**config.mk**
```make
export PLATFORM = sky130hd
export DESIGN_NAME = sad_block_loader_flat
export DESIGN_NICKNAME = d
export VERILOG_FILES = /design/src/rtl/sad_block_loader_if.sv /design/src/rtl/sad_block_loader.sv /design/src/flat_wrapper.sv
export SDC_FILE = /design/constraint.sdc
export NUM_CORES = 2
export LEC_CHECK = 0
export ABC_AREA = 1
export ABC_CLOCK_PERIOD_IN_PS = 2720
export BUFFER_PORTS_ARGS = -buffer_cell sky130_fd_sc_hd__clkbuf_2
export CAP_MARGIN = 20
export CELL_PAD_IN_SITES_DETAIL_PLACEMENT = 0
export CELL_PAD_IN_SITES_GLOBAL_PLACEMENT = 1
export CORE_ASPECT_RATIO = 1.2
export CORE_UTILIZATION = 54
export CTS_BUF_LIST = sky130_fd_sc_hd__clkbuf_4
export CTS_CLUSTER_DIAMETER = 150
export DETAILED_ROUTE_END_ITERATION = 12
export PLACE_DENSITY = 0.8
export SLEW_MARGIN = 20
export SYNTH_ARGS = -nofsm -noshare
export SYNTH_HDL_FRONTEND = slang
export SYNTH_SLANG_ARGS = --single-unit
export TNS_END_PERCENT = 10
```
**constraint.sdc**
```tcl
create_clock -name clk -period 2.72 [get_ports clk]
set_input_delay 0.136 -clock clk [delete_from_list [all_inputs] [get_ports clk]]
set_output_delay 0.136 -clock clk [all_outputs]
set_load 0.1 [all_outputs]
```
**src/rtl/sad_block_loader_if.sv**
```systemverilog
// sad_block_loader_if
// Groups the stream, SAD-engine and control signals of the block loader.
//   in_valid / in_data / in_ready : byte stream handshake into the loader
//   go / busy                      : start request and bank ownership status
//   AB_addr / AB_rd                : read request from the SAD engine
//   A_data / B_data                : bank A / bank B read data
//   bank_release                   : one-cycle pulse, SAD result captured,
//                                    banks may be overwritten
// master: stream source + SAD engine side.  slave: the loader.
interface sad_block_loader_if #(
  parameter int ADDR_W = 9,
  parameter int DATA_W = 8
);
  logic              in_valid;
  logic [DATA_W-1:0] in_data;
  logic              in_ready;
  logic              go;
  logic [ADDR_W-1:0] AB_addr;
  logic              AB_rd;
  logic [DATA_W-1:0] A_data;
  logic [DATA_W-1:0] B_data;
  logic              bank_release;
  logic              busy;

  modport master (
    output in_valid, in_data, AB_addr, AB_rd, bank_release,
    input  in_ready, go, A_data, B_data, busy
  );

  modport slave (
    input  in_valid, in_data, AB_addr, AB_rd, bank_release,
    output in_ready, go, A_data, B_data, busy
  );
endinterface

```
**src/rtl/sad_block_loader.sv**
```systemverilog
// sad_block_loader
// Fills bank A then bank B from a byte stream, starts the SAD engine with go,
// and serves parallel reads from both banks until the banks are released.
// Ports:
//   clk  : system clock, rising edge
//   rst  : asynchronous active-high reset
//   bus  : sad_block_loader_if.slave (stream, read port, go/busy, release)
//
// state  | meaning
// -------+-----------------------------------------------------------
// LOAD_A | accepting stream bytes into bank A, idx = write address
// LOAD_B | accepting stream bytes into bank B, idx = write address
// GO     | banks full, go held high until the engine's first read
// SERVE  | engine reading banks; waits for bank_release
module sad_block_loader #(
  parameter int DEPTH  = 256,
  parameter int ADDR_W = 9,
  parameter int DATA_W = 8
) (
  input logic               clk,
  input logic               rst,
  sad_block_loader_if.slave bus
);
  localparam int IDX_W = $clog2(DEPTH);

  typedef enum logic [1:0] {LOAD_A, LOAD_B, GO, SERVE} state_t;

  state_t            state;
  logic [IDX_W-1:0]  idx;
  logic              in_ready_q;
  logic              go_q;
  logic              busy_q;
  logic [DATA_W-1:0] a_q;
  logic [DATA_W-1:0] b_q;

  logic [DATA_W-1:0] bank_a [DEPTH];
  logic [DATA_W-1:0] bank_b [DEPTH];

  logic             xfer;
  logic             idx_last;
  logic             rd_hit;
  logic             addr_ok;
  logic [IDX_W-1:0] rd_idx;

  // in_ready is only ever high in LOAD_A/LOAD_B, so it alone qualifies a transfer.
  assign xfer     = bus.in_valid && in_ready_q;
  assign idx_last = (idx == IDX_W'(DEPTH - 1));
  assign rd_hit   = bus.AB_rd && ((state == GO) || (state == SERVE));
  // Out-of-range addresses read as zero rather than aliasing into the bank.
  assign addr_ok  = (32'(bus.AB_addr) < DEPTH);
  assign rd_idx   = bus.AB_addr[IDX_W-1:0];

  // Bank storage has no reset; contents survive rst.
  always_ff @(posedge clk) begin
    if (xfer && (state == LOAD_A)) bank_a[idx] <= bus.in_data;
    if (xfer && (state == LOAD_B)) bank_b[idx] <= bus.in_data;
  end

  always_ff @(posedge clk or posedge rst) begin
    if (rst) begin
      state      <= LOAD_A;
      idx        <= '0;
      in_ready_q <= 1'b0;
      go_q       <= 1'b0;
      busy_q     <= 1'b0;
      a_q        <= '0;
      b_q        <= '0;
    end else begin
      if (rd_hit) begin
        a_q <= addr_ok ? bank_a[rd_idx] : '0;
        b_q <= addr_ok ? bank_b[rd_idx] : '0;
      end

      case (state)
        LOAD_A: begin
          in_ready_q <= 1'b1;
          if (xfer) begin
            if (idx_last) begin
              idx   <= '0;
              state <= LOAD_B;
            end else begin
              idx <= idx + 1'b1;
            end
          end
        end

        LOAD_B: begin
          in_ready_q <= 1'b1;
          if (xfer) begin
            if (idx_last) begin
              idx        <= '0;
              state      <= GO;
              in_ready_q <= 1'b0;
              go_q       <= 1'b1;
              busy_q     <= 1'b1;
            end else begin
              idx <= idx + 1'b1;
            end
          end
        end

        GO: begin
          // bank_release is deliberately not looked at until SERVE.
          if (bus.AB_rd) begin
            state <= SERVE;
            go_q  <= 1'b0;
          end
        end

        SERVE: begin
          if (bus.bank_release) begin
            state      <= LOAD_A;
            idx        <= '0;
            busy_q     <= 1'b0;
            in_ready_q <= 1'b1;
          end
        end

        default: state <= LOAD_A;
      endcase
    end
  end

  assign bus.in_ready = in_ready_q;
  assign bus.go       = go_q;
  assign bus.busy     = busy_q;
  assign bus.A_data   = a_q;
  assign bus.B_data   = b_q;
endmodule

```
**src/flat_wrapper.sv**
```systemverilog
// flat-port wrapper written by rule: the top's interface ports become plain ports
module sad_block_loader_flat 
#(
  parameter int DEPTH  = 256,
  parameter int ADDR_W = 9,
  parameter int DATA_W = 8
)
  (clk, rst, bus_in_valid, bus_in_data, bus_AB_addr, bus_AB_rd, bus_bank_release, bus_in_ready, bus_go, bus_A_data, bus_B_data, bus_busy);
  sad_block_loader_if #(.ADDR_W(ADDR_W), .DATA_W(DATA_W)) bus_i ();
  input logic clk;
  input logic rst;
  input wire logic [$bits(bus_i.in_valid)-1:0] bus_in_valid;
  input wire logic [$bits(bus_i.in_data)-1:0] bus_in_data;
  input wire logic [$bits(bus_i.AB_addr)-1:0] bus_AB_addr;
  input wire logic [$bits(bus_i.AB_rd)-1:0] bus_AB_rd;
  input wire logic [$bits(bus_i.bank_release)-1:0] bus_bank_release;
  output wire logic [$bits(bus_i.in_ready)-1:0] bus_in_ready;
  output wire logic [$bits(bus_i.go)-1:0] bus_go;
  output wire logic [$bits(bus_i.A_data)-1:0] bus_A_data;
  output wire logic [$bits(bus_i.B_data)-1:0] bus_B_data;
  output wire logic [$bits(bus_i.busy)-1:0] bus_busy;
  assign bus_i.in_valid = bus_in_valid;
  assign bus_i.in_data = bus_in_data;
  assign bus_i.AB_addr = bus_AB_addr;
  assign bus_i.AB_rd = bus_AB_rd;
  assign bus_i.bank_release = bus_bank_release;
  assign bus_in_ready = bus_i.in_ready;
  assign bus_go = bus_i.go;
  assign bus_A_data = bus_i.A_data;
  assign bus_B_data = bus_i.B_data;
  assign bus_busy = bus_i.busy;
  sad_block_loader #(.DEPTH(DEPTH), .ADDR_W(ADDR_W), .DATA_W(DATA_W)) u_core (.clk(clk), .rst(rst), .bus(bus_i));
endmodule
```
======== Word level (Yosys, flattened, before mapping) ========
Memories as Yosys holds them, arrays and structs flattened.
Index checks and enable logic that the tools add are counted.
storage, ports and cells
  register bits after elaboration ......... 29
  RAM bits ................................ 4096
  input port bits ......................... 22
  output and inout bits ................... 19
  logic and storage cells ................. 65
  memories ................................ 2
operators by class
  $add $sub $neg .......................... 1
  $lt $le $gt $ge ......................... 1
  equality and inequality tests ........... 11
  multiplexer cells ....................... 27
  reductions and logical operators ........ 16
memory list
  memory         words  width  read ports  clocked after memory_dff  wr ports  RTL line                RTL
  u_core.bank_a  256    8      1           0                         1         sad_block_loader.sv:36  logic [DATA_W-1:0] bank_a [DEPTH];
  u_core.bank_b  256    8      1           0                         1         sad_block_loader.sv:37  logic [DATA_W-1:0] bank_b [DEPTH];
operators with widths
  cell                                                 count
  two-way mux 8 bit                                    5
  one-hot mux 8 bit (2 select lines)                   1
  two-way mux 2 bit                                    6
  two-way mux 1 bit                                    11
  != test 2 x 1 -> 1 bit, second input constant        5
  less-than comparator 9 bit, second input constant    1
  adder 8 x 1 -> 8 bit, second input constant          1
  equality test 8 bit, second input constant           1
  one-hot mux 2 bit (4 select lines)                   1
  AND reduction 4 bit                                  2
  AND reduction 6 bit                                  1
  nonzero test 2 bit                                   3
  equality test 2 bit, second input constant           2
  logical AND 1 bit                                    4
  != test 2 bit, second input constant                 2
  one-hot mux 1 bit (2 select lines)                   2
  one-hot mux 1 bit (3 select lines)                   1
  AND reduction 3 bit                                  1
  nonzero test 3 bit                                   1
  equality test 2 x 1 -> 1 bit, second input constant  1
  zero test 2 bit                                      1
  AND reduction 2 bit                                  1
  OR reduction 2 bit                                   1
  logical OR 1 bit                                     1

======== Longest topological paths before layout ========
  depth in word-level cells ............... 4
  mapped depth ............................ 17
  gate-level depth less buffers ........... 13

======== Worst setup path before layout ========
No wires, ideal clock.
  kind .................................... reg-to-reg
  from .................................... register u_core.in_ready_q, in the netlist u_core.bus.in_ready
  to ...................................... memory u_core.bank_a[109][0], enable pin
  setup time .............................. 383 ps
  arrival time ............................ 2364 ps
  data required time ...................... 2337 ps
  slack ................................... -27 ps
  cell stages (with the launch flop) ...... 7
  buffers on the path ..................... 2
  period minus slack after synthesis ...... 2747 ps
  cells stage by stage .................... dfrtp_1 nand2_1 inv_1 nand2_1 clkbuf_1 clkbuf_1 nor3_1
on the way
  cells in the longest elaborated chain, start to end .. 4
ends and longest elaborated chain
  element                                  RTL line                RTL
  from (decl)                              sad_block_loader.sv:30  logic in_ready_q;
  from (signal assigned)                   sad_block_loader.sv:63  in_ready_q <= 1'b0;
  from (signal assigned)                   sad_block_loader.sv:76  in_ready_q <= 1'b1;
  from (signal assigned)                   sad_block_loader.sv:88  in_ready_q <= 1'b1;
  logical AND 1 bit                        sad_block_loader.sv:46  assign xfer = bus.in_valid && in_ready_q;
  logical AND 1 bit                        sad_block_loader.sv:55  if (xfer && (state == LOAD_A)) bank_a[idx] <= bus.in_data;
  two-way mux 1 bit                        sad_block_loader.sv:55
  two-way mux 1 bit (not written as such)  sad_block_loader.sv:55
  to (decl)                                sad_block_loader.sv:36
Every way passes these cells.

======== Worst setup path in the final report ========
  from .................................... memory u_core.bank_a[13][3]
  to ...................................... register u_core.a_q[3], in the netlist u_core.bus.A_data[3]
on the way
  cells in the longest elaborated chain, start to end .. 2
ends and longest elaborated chain
  element               RTL line                RTL
  memory (256 x 8 bit)  n/a
  two-way mux 8 bit     sad_block_loader.sv:70  a_q <= addr_ok ? bank_a[rd_idx] : '0;
  to (signal assigned)  sad_block_loader.sv:70
  to (decl)             sad_block_loader.sv:33  logic [DATA_W-1:0] a_q;
Every way passes these cells.
A chain may end at the register's enable or synchronous reset.

==> metrics.md <==
| Metric | Value |
|---|---|
| CTS Buf Count | approximately 960 |
| Crit-path slowest cell | dlygate4sd3_1 |
| Min Tclk post-route | ~2.7 ns |
| First-pass GRT wire length | approximately 730 mm |
| Hold-critical path depth | 10 |
| Hold slack | 0.1510 ns |
| Gr usage total | 0.3100 |
| Final Max Tran Viols | 0 |
| Number of synthesized flops with an enable pin | 4,096 |
| Power density cells | 693.9 nW/um^2 |
| Port Buffers | 40 |
| Worst min-delay path class | primary input to flip-flop |
| Worst-path fanout max | 1 |
| Rows | roughly 220 |
| Synth area leader | edfxtp_1 |
| Post-synth net total | about 14k |
| I/O pins | roughly 40 |
| Final hold vios | 0 |
| Final std cells w/o fill | between 20k and 25k |
| Hold Crit Start | bus_AB_addr[4] |
| Max IR drop VDD | approximately 0.45 mV |
| Placed insts | ~18k |
| Unrepaired setup endpoints after global routing | yes |
| Initial core utilization | 0.5440 |
| WS Path Type | flip-flop to flip-flop |
| Worst r2r src | u_core.bank_a[13][3] |
| Worst-Skew Late Latency | approximately 1.5 ns |
| Clock H-tree levels | 6 |
| Relative slew slack | 0.2517 |
| Multi-input gate area in the final layout | ~40,000 sq um |
| Reg2Reg Setup Slack | 0.04 ns |
| Number of remaining DRC errors | 0 |
| Fin util | 0.6209 |
| Root buffer cell | clkbuf_4 |
| Cell Chain, Critical Path | nand2_1 > nand3_1 > nand3_1 > nand3_1 > nand3_1 > nand2_1 > nand2_1 > nand2_1 > nand2_1 > nand3_1 > dlygate4sd3_1 > nand3_1 > nand2_1 |
| Clock buffer depth | 4 |
| Initial antenna violation count | 14 |
| Min-Delay Endpoint | u_core.bus.B_data[0] |
| Fmax | 373.2 MHz |
| WP buf/inv | 1 |
| RePlAce Congestion | a little over 0.9 |
| Startpoint types | flip-flop |
| Seq pwr share | 0.527 |
| Status | completed |
| Register area share after synthesis | 0.7317 |
| Die width | between 500 and 600 um |
| Worst-Margin Slew | ~1.1 ns |
| Synth area leaders | edfxtp_1, nand3_1, nand2_1 |
| Switching Share | 0.2674 |
| Post-Route Setup TNS | 0 ns |
| Layout fillers | between 20k and 25k |
| Logic pwr share | 0.113 |
| Final #Nets | around 15k |
| CTS tree | built |
| Crit path required time | 4.12 ns |
| Synth unique cells | 26 |
| Setup-failing EPs final | 0 |
| GRT overflow | 0 |
| Clock sink total | between 4k and 5k |
| Die H | approximately 610 um |
| Clk_skew | 0.08986 ns |
| CP arrival | approximately 4.1 ns |
| Initial DRC Count | 13.93k |
| Top cell type's share of synthesized area | 0.7274 |
| FF+latch count, synth | ~4.1k |
| Fraction of layout cells with a size suffix above 1 | 0.1661 |
| Synthesized instance count | 14.24k |
| Antenna-violating nets left | 0 |
| Syn avg cell area | 11.88 sq um |
| MaxCap Viol Count | 0 |
| Ys flop type | edfxtp_1 |
| Final worst path period share | 0.9850 |
| WL final | ~500 mm |
| Die Area | between 300,000 and 400,000 sq um |
| Power Internal | 98,100 uW |
| Top cells by count, synth | nand2_1, edfxtp_1, nand3_1, nor3_1, buf_2 |
| Clock transition at path regs | 0.07 ns |
| Mapped cell area | between 150,000 and 200,000 sq um |
| CP delay by family, top | simple AND/OR/NAND/NOR gates |
| Largest stage delay, worst path | a little under 0.7 ns |
| Via density | ~6 |
| DPL Wire Length | about 300 mm |
| Crit end category | flip-flop |
| CORE AREA | slightly above 300,000 sq um |
| Avg WL per Cell | between 20 and 25 um |
| Power share of the clock group | 0.360 |
| Yosys warning count | 0 |
| Async S/R FF share, synth | 0.007030 |
| Router iterations before antenna repair | 6 |
| Register area | roughly 120,000 sq um |
| Total number of vias | 119.0k |
| Number of global-route vias before repair | 116.5k |
| Largest net degree at the start of global routing | between 100 and 150 |
| NetSw | 35,800 uW |
| Final total power | between 100,000 and 150,000 uW |
| FF-to-FF End | u_core.bus.A_data[3] |
| Count leader, synth | nand2_1 |
| Layout area overhead | 14.12% |
| Worst Reg-to-Reg Cells | 13 |
| Cell leakage power | about 0.07 uW |
[placed cells by master (no fill, tap or decap), types with 6 or more instances in the layout]
cell,Yosys,routed
buf_12,1,218
buf_16,0,6
buf_4,202,875
buf_8,0,11
bufinv_16,0,18
clkbuf_2,0,21
clkbuf_4,0,1335
clkinv_1,0,270
clkinv_2,0,36
clkinvlp_4,0,16
dfrtp_1,29,23
dfrtp_2,0,6
diode_2,0,13
dlygate4sd3_1,0,48
edfxtp_1,4096,4096
ha_1,8,7
inv_1,37,33
inv_2,3,10
nand2_1,4546,4535
nand2_4,0,9
nand3_1,3900,3887
nand3_4,0,8
nor2_1,21,19
nor3_1,512,447
nor3_2,0,65
o21ai_0,12,12
[layer usage]
| layer | track usage | wire length, um | share of wire |
|---|---|---|---|
| met1 | 0.4021 | 187800 | 0.38 |
| met4 | 0.1579 | 25160 | 0.051 |
| met2 | 0.5043 | 238500 | 0.48 |
| met3 | 0.05307 | 43590 | 0.088 |
| met5 | 0 | 62 | 0.00013 |
[repair_timing]
action / 4_1_cts / 5_1_grt
gates resized for setup: 14 / 9
endpoints found under the setup margin: 6 / 14
hold buffers: 57 / 0
hold endpoints to repair: 5797 / 0
setup buffers: 0 / 0
pin swaps: 0 / 2
[final cells by class]
class                   instances  area share
clock buffers                1334     0.05190
flip-flops and latches       4125      0.6412
diodes                         13   0.0001686
multi-input cells            9014      0.2074
inverters                      42    0.001109
repair buffers               1189     0.06189
clock inverters               353     0.01001
well taps                    4068     0.02638
[per-stage QoR]
step | setup slack (ns) | cell area, sq um
2_1_floorplan | 0.2741 | 169100
3_3_place_gp | -0.2172 | 179900
3_5_place_dp | -0.1579 | 180000
4_1_cts | 0.002200 | 192700
5_1_grt | -0.07721 | 193000
6_report | 0.04070 | 193000
[cells by family (layout without fill, tap and decap cells)]
logic type,after synthesis,in the layout,share of synthesized area
flops,4125,4125,0.7317
compound gates,25,25,0.0008584
other cells,0,13,0
simple gates,8981,8981,0.2320
fa+ha+maj,8,8,0.0005920
buf+inv,1100,2918,0.03481
[worst max-delay path by stage]
stage | from | endpoint | slack, ns | cells after the start
6_report | u_core.bank_a[13][3] | u_core.bus.A_data[3] | 0.04 | 13
5_1_grt | u_core.idx[1] | u_core.bus.go | -0.08 | 11
4_1_cts | u_core.bus.A_data[0] | bus_A_data[0] | 0.002 | 1
3_5_place_dp | bus_AB_addr[0] | u_core.bus.B_data[3] | -0.16 | 16
3_3_place_gp | u_core.state[1] | u_core.bank_b[67][3] | -0.22 | 5
2_1_floorplan | u_core.bus.in_ready | u_core.bank_b[109][0] | 0.27 | 6
[power groups by stage]
stage	clock network, uW	logic (uW)	registers, uW
finish	48200	15200	70500
global route	52000	15700	70500
CTS	49000	14900	70500
detailed placement	0	14600	71900
global placement	0	14500	71900
floorplan	0	6060	72400
[sequential cells by signal, summed over array words and instances (netlist names)]
signal and cells:
u_core.bank_a 2048, u_core.bank_b 2048, u_core.bus.A_data 8, u_core.bus.B_data 8, u_core.bus.busy 1, u_core.bus.go 1
u_core.bus.in_ready 1, u_core.idx 8, u_core.state 2
[worst min-delay path: cells and delay by family]
kind	cells	cell delay, ns
simple gates	8	0.70
buf+inv	2	0.74
Power figures use the tool's default switching activity.
